File: config.mk
export PLATFORM = sky130hd
export DESIGN_NAME = registro_entradas
export DESIGN_NICKNAME = d
export VERILOG_FILES = /design/src/rtl/registro_entradas.sv
export SDC_FILE = /design/constraint.sdc
export NUM_CORES = 1
export LEC_CHECK = 0
export ABC_AREA = 1
export CORE_AREA = 2 2 122 136
export CTS_CLUSTER_DIAMETER = 40
export DETAILED_ROUTE_END_ITERATION = 10
export DIE_AREA = 0 0 124 138
export PLACE_DENSITY = 0.74
export SYNTH_ARGS = -nofsm -noshare
export SYNTH_HDL_FRONTEND = slang
export SYNTH_SLANG_ARGS = --single-unit
File: constraint.sdc
create_clock -name clk -period 1.4 [get_ports clk]
set_clock_uncertainty 0.2 [all_clocks]
set_input_delay 0.14 -clock clk [delete_from_list [all_inputs] [get_ports clk]]
set_output_delay 0.14 -clock clk [all_outputs]
set_load 0.05 [all_outputs]
File: src/rtl/registro_entradas.sv
// registro_entradas: input register peripheral with per-bit synchronizer,
// debouncer and rising-edge flags, read over a simple processor bus.
//
// Optional feature macro: REGISTRO_ENTRADAS_IRQ_EN
//   defined   -> N_IN-bit interrupt mask (write addr 0), irq_o = reg(|(flag & mask))
//   undefined -> no mask, writes to addr 0 ignored, irq_o tied to 0
//
// Ports:
//   clk        system clock, rising edge
//   reset      asynchronous active-low reset
//   reg_sel_i  peripheral select
//   addr_i     0 = level register (deb), 1 = flag register
//   we_i       1 = write, 0 = read
//   wdata_i    write data (bits N_IN..31 ignored)
//   entradas_i raw asynchronous inputs
//   rdata_o    registered read data, 1-cycle latency
//   irq_o      level interrupt request
module registro_entradas #(
  parameter int unsigned N_IN            = 8,
  parameter int unsigned DEBOUNCE_CYCLES = 10000
) (
  input  logic            clk,
  input  logic            reset,
  input  logic            reg_sel_i,
  input  logic            addr_i,
  input  logic            we_i,
  input  logic [31:0]     wdata_i,
  input  logic [N_IN-1:0] entradas_i,
  output logic [31:0]     rdata_o,
  output logic            irq_o
);

  localparam int unsigned CW = $clog2(DEBOUNCE_CYCLES + 1);

  logic [N_IN-1:0] r_sync1;
  logic [N_IN-1:0] r_sync2;
  logic [N_IN-1:0] r_deb;
  logic [N_IN-1:0] r_flag;
  logic [CW-1:0]   r_cnt [N_IN];
  logic [31:0]     r_rdata;

  logic [N_IN-1:0] w_deb_nxt;
  logic [CW-1:0]   w_cnt_nxt [N_IN];
  logic [N_IN-1:0] w_rise;
  logic [N_IN-1:0] w_clr;
  logic [N_IN-1:0] w_flag_nxt;
  logic            w_rd;
  logic            w_wr;
  logic            w_unused;

  assign w_rd     = reg_sel_i & ~we_i;
  assign w_wr     = reg_sel_i & we_i;
  // Upper write-data bits have no storage behind them.
  assign w_unused = ^wdata_i;

  // Debounce: count consecutive disagreeing cycles, accept at DEBOUNCE_CYCLES.
  always_comb begin
    w_deb_nxt = r_deb;
    for (int i = 0; i < N_IN; i++) begin
      w_cnt_nxt[i] = '0;
      if (r_sync2[i] != r_deb[i]) begin
        if (r_cnt[i] == CW'(DEBOUNCE_CYCLES - 1)) begin
          w_deb_nxt[i] = r_sync2[i];
        end else begin
          w_cnt_nxt[i] = r_cnt[i] + CW'(1);
        end
      end
    end
  end

  // Flags: set on debounced rise, cleared by read (all) or W1C; set wins.
  always_comb begin
    w_rise = w_deb_nxt & ~r_deb;
    w_clr  = '0;
    if (addr_i) begin
      if (w_rd)      w_clr = '1;
      else if (w_wr) w_clr = wdata_i[N_IN-1:0];
    end
    w_flag_nxt = (r_flag & ~w_clr) | w_rise;
  end

  // State registers and registered read data.
  always_ff @(posedge clk or negedge reset) begin
    if (!reset) begin
      r_sync1 <= '0;
      r_sync2 <= '0;
      r_deb   <= '0;
      r_flag  <= '0;
      r_rdata <= '0;
      for (int i = 0; i < N_IN; i++) r_cnt[i] <= '0;
    end else begin
      r_sync1 <= entradas_i;
      r_sync2 <= r_sync1;
      r_deb   <= w_deb_nxt;
      r_flag  <= w_flag_nxt;
      for (int i = 0; i < N_IN; i++) r_cnt[i] <= w_cnt_nxt[i];
      if (w_rd) r_rdata <= addr_i ? 32'(r_flag) : 32'(r_deb);
    end
  end

  assign rdata_o = r_rdata;

`ifdef REGISTRO_ENTRADAS_IRQ_EN
  logic [N_IN-1:0] r_mask;
  logic            r_irq;

  // Mask register (write addr 0) and registered interrupt.
  always_ff @(posedge clk or negedge reset) begin
    if (!reset) begin
      r_mask <= '0;
      r_irq  <= 1'b0;
    end else begin
      if (w_wr && !addr_i) r_mask <= wdata_i[N_IN-1:0];
      r_irq <= |(r_flag & r_mask);
    end
  end

  assign irq_o = r_irq;
`else
  assign irq_o = 1'b0;
`endif

endmodule

==> out/qor.yml <==
outcome:
  status: "complete, but fails checks"
  violations: "negative hold slack, negative setup slack"
floorplanning:
  boundaryPins: 78
  die-area_mm2: 0.0171
  num_rows: 49
  coreArea_mm2: 0.0159
  start_util_pct: 48.8
  die_h_um: 138
  fp.dieW_um: 124
critical_path:
  slowest_stage: "dfrtp_1"
  cp_slowest_stage_delay_ns: 0.40
  required_ns: 1.52
  start_kind: "flip-flop"
  path_cells: "nor2_1, nand2_1, nor2_1, nand2_4, buf_6, nand3_2, nor2_1"
  path_class: "flip-flop to flip-flop"
  cp_max_fo: 3
  crit_path_end_kind: "flip-flop"
  crit_arrival_ns: 1.79
  worst_path_most_repeated_cell: "nor2_1"
  cp_top_family: "simple AND/OR/NAND/NOR gates"
  path_buf_inv: 1
sta:
  fin_crit_sh_pct: 120
  fin_ws_ns: -0.275
  max_freq_mhz: 597
  final-hold-violation-count: 25
  setup-tns-final_ns: -3.85
  grt_setup_unrepaired: "yes"
  setup_viol: 54
  post-route-min-period_ns: 1.68
  drv_slew: 0
  hold_ws_ns: -0.0232
grt:
  grt_pass1_vias: 6424
  grt_max_degree: 35
  grt_first_pass_wirelength_um: 28300
  antenna_found_initial: 0
  grt_usage_pct: 20.6
  grt_overflow: 0
synth:
  synth_compound_area_share_pct: 4.83
  synth_warnings: 0
  ys_seq_area_share_pct: 48.9
  synth-simple-area-share_pct: 31.4
  synth_top_family_by_area: "simple AND/OR/NAND/NOR gates"
  synthCells: 966
  synth_area_per_cell_um2: 8.05
  synth_mux_area_share_pct: 0
  synthXorXnorAreaFrac_pct: 5.18
  syn-cell-area_mm2: 0.00778
  synth.ff_latch_count: 152
  synth_adder_area_share_pct: 2.41
  synth.distinct_cells: 30
power_and_ir_drop:
  powerDensity_mw_per_mm2: 978
  p_leak_nw: 4.76
  ir_drop_mv: 1.03
  power_mw: 10.8
drt:
  route.antenna.remaining_nets: 0
  dr.pass1.iters: 5
  via_per_inst: 5.09
  drtIter0Drc: 477
  drc: 0
  dr_total_vias: 6775
  wl_per_cell_um: 14.2
  routed_wl_um: 18800
cells_and_area:
  diodes: 0
  final_cells: 1330
  fin_nets: 1175
  fillCellCount: 1126
  syn_to_final_growth_pct: 42.7
  utilization_pct: 69.6
  drive_gt1_share_pct: 34.0
placement:
  place_inst: 1265
  post-dp-hpwl_um: 11600
  port_buffers: 28
  gp_congestion: 0.831
cts:
  cts_max_level: 4
  cts.path.max_buffers: 2
  cts_sinks: 152
  insertion_delay_ns: 0.43
  clockRootBuffer: "clkbuf_16"
  cts_inserted_buffers: 17
  tritoncts: "done"
  clkTransAtPathRegs_ns: 0.06
job:
  maxCapViolCount: 0
min_path:
  hold_class: "input port to asynchronous set/reset pin"
==> power by group <==
| part | switching, mW | internal [mW] | total, mW |
|---|---|---|---|
| logic | 0.683 | 0.498 | 1.18 |
| clock network | 1.74 | 3.28 | 5.02 |
| registers | 0.138 | 4.51 | 4.65 |
==> cell type report <==
| type | count | area (um2) | share of cell area [%] |
|---|---|---|---|
| Clock buffer | 22 | 474 | 4.27 |
| Inverter | 95 | 369 | 3.33 |
| Sequential cell | 152 | 3830 | 34.6 |
| Tap cell | 204 | 255 | 2.30 |
| Multi-Input combinational cell | 715 | 4610 | 41.6 |
| Clock inverter | 8 | 169 | 1.52 |
| Timing Repair Buffer | 134 | 1380 | 12.5 |
==> flip-flops by register name, indices dropped and copies added (netlist names) <==
name / count
r_deb: 8
r_sync2: 8
r_sync1: 8
r_cnt: 112
rdata_o: 8
r_flag: 8
==> cells in the final DEF (no fill, tap or decap), drive strengths merged, types with 23 or more instances in the layout <==
cell type  count
buf          108
nor2         242
nand3         66
nand2        210
o21ai         24
xor2          26
conb          25
inv           95
a21oi         23
dfrtp        152
==> worst register-to-register path: stages, from the launching register on <==
cell and delay [ns]:
dfrtp_1 0.40, nor2_1 0.17, nand2_1 0.09, nor2_1 0.28, nand2_4 0.14, buf_6 0.15
nand3_2 0.08, nor2_1 0.05
==> per-layer routing <==
metal  track usage [%]  share of wire [%]
met3              3.84                3.2
met2              35.3                 54
met4              8.46                3.1
met5                 0                  0
met1              25.4                 40
==> cells in the mapped netlist, drive strengths merged <==
| library cell | instances | share of area (%) |
|---|---|---|
| xor2 | 26 | 2.9 |
| dfrtp | 152 | 49 |
| nand4 | 22 | 1.8 |
| nand2 | 210 | 10 |
| conb | 1 | 0.048 |
| buf | 27 | 2.5 |
| o21bai | 3 | 0.39 |
| a31oi | 8 | 0.64 |
| o21ai | 24 | 1.5 |
| nor3b | 5 | 0.55 |
| inv | 95 | 4.6 |
| a21oi | 23 | 1.5 |
| nand3 | 66 | 4.8 |
| nor2 | 242 | 13 |
| o21a | 8 | 0.77 |
| ha | 15 | 2.4 |
| nor3 | 12 | 0.77 |
| nand3b | 6 | 0.58 |
| xnor2 | 20 | 2.3 |
| clkbuf | 1 | 0.048 |
==> cells by family (layout without fill, tap and decap cells) <==
family | Yosys count | in the layout
simple gates | 563 | 563
buf+inv | 123 | 259
flops | 152 | 152
xor+xnor | 46 | 46
fa+ha+maj | 15 | 15
compound gates | 66 | 66
other cells | 1 | 25
==> per-stage QoR <==
stage	instance area, um2	setup slack (ns)
3_3_place_gp	8930	-0.0997
6_report	11100	-0.275
2_1_floorplan	7890	-0.00441
5_1_grt	11100	-0.314
3_5_place_dp	8930	-0.184
4_1_cts	10000	-0.102
==> final timing paths <==
check | from | to | slack (ns) | cells past startpoint
worst max-delay path | r_cnt[7] | r_cnt[11] | -0.28 | 7
worst min-delay path | reset | r_cnt[21] | -0.02 | 2
worst max register to register | r_cnt[7] | r_cnt[11] | -0.28 | 7
worst min register to register | r_sync1[2] | r_sync2[2] | 0.15 | 0
max in group asynchronous | reset | r_cnt[101] | 0.50 | 3
min in group clk | entradas_i[5] | r_sync1[5] | 0.03 | 1
==> timing repair <==
action,CTS,global route
gates resized for setup,93,231
hold buffers,7,0
endpoints found under the setup margin,91,118
endpoints found under the hold margin,158,0
setup buffers,3,25
pin swaps,52,79
(Power assumes the default switching activity.)
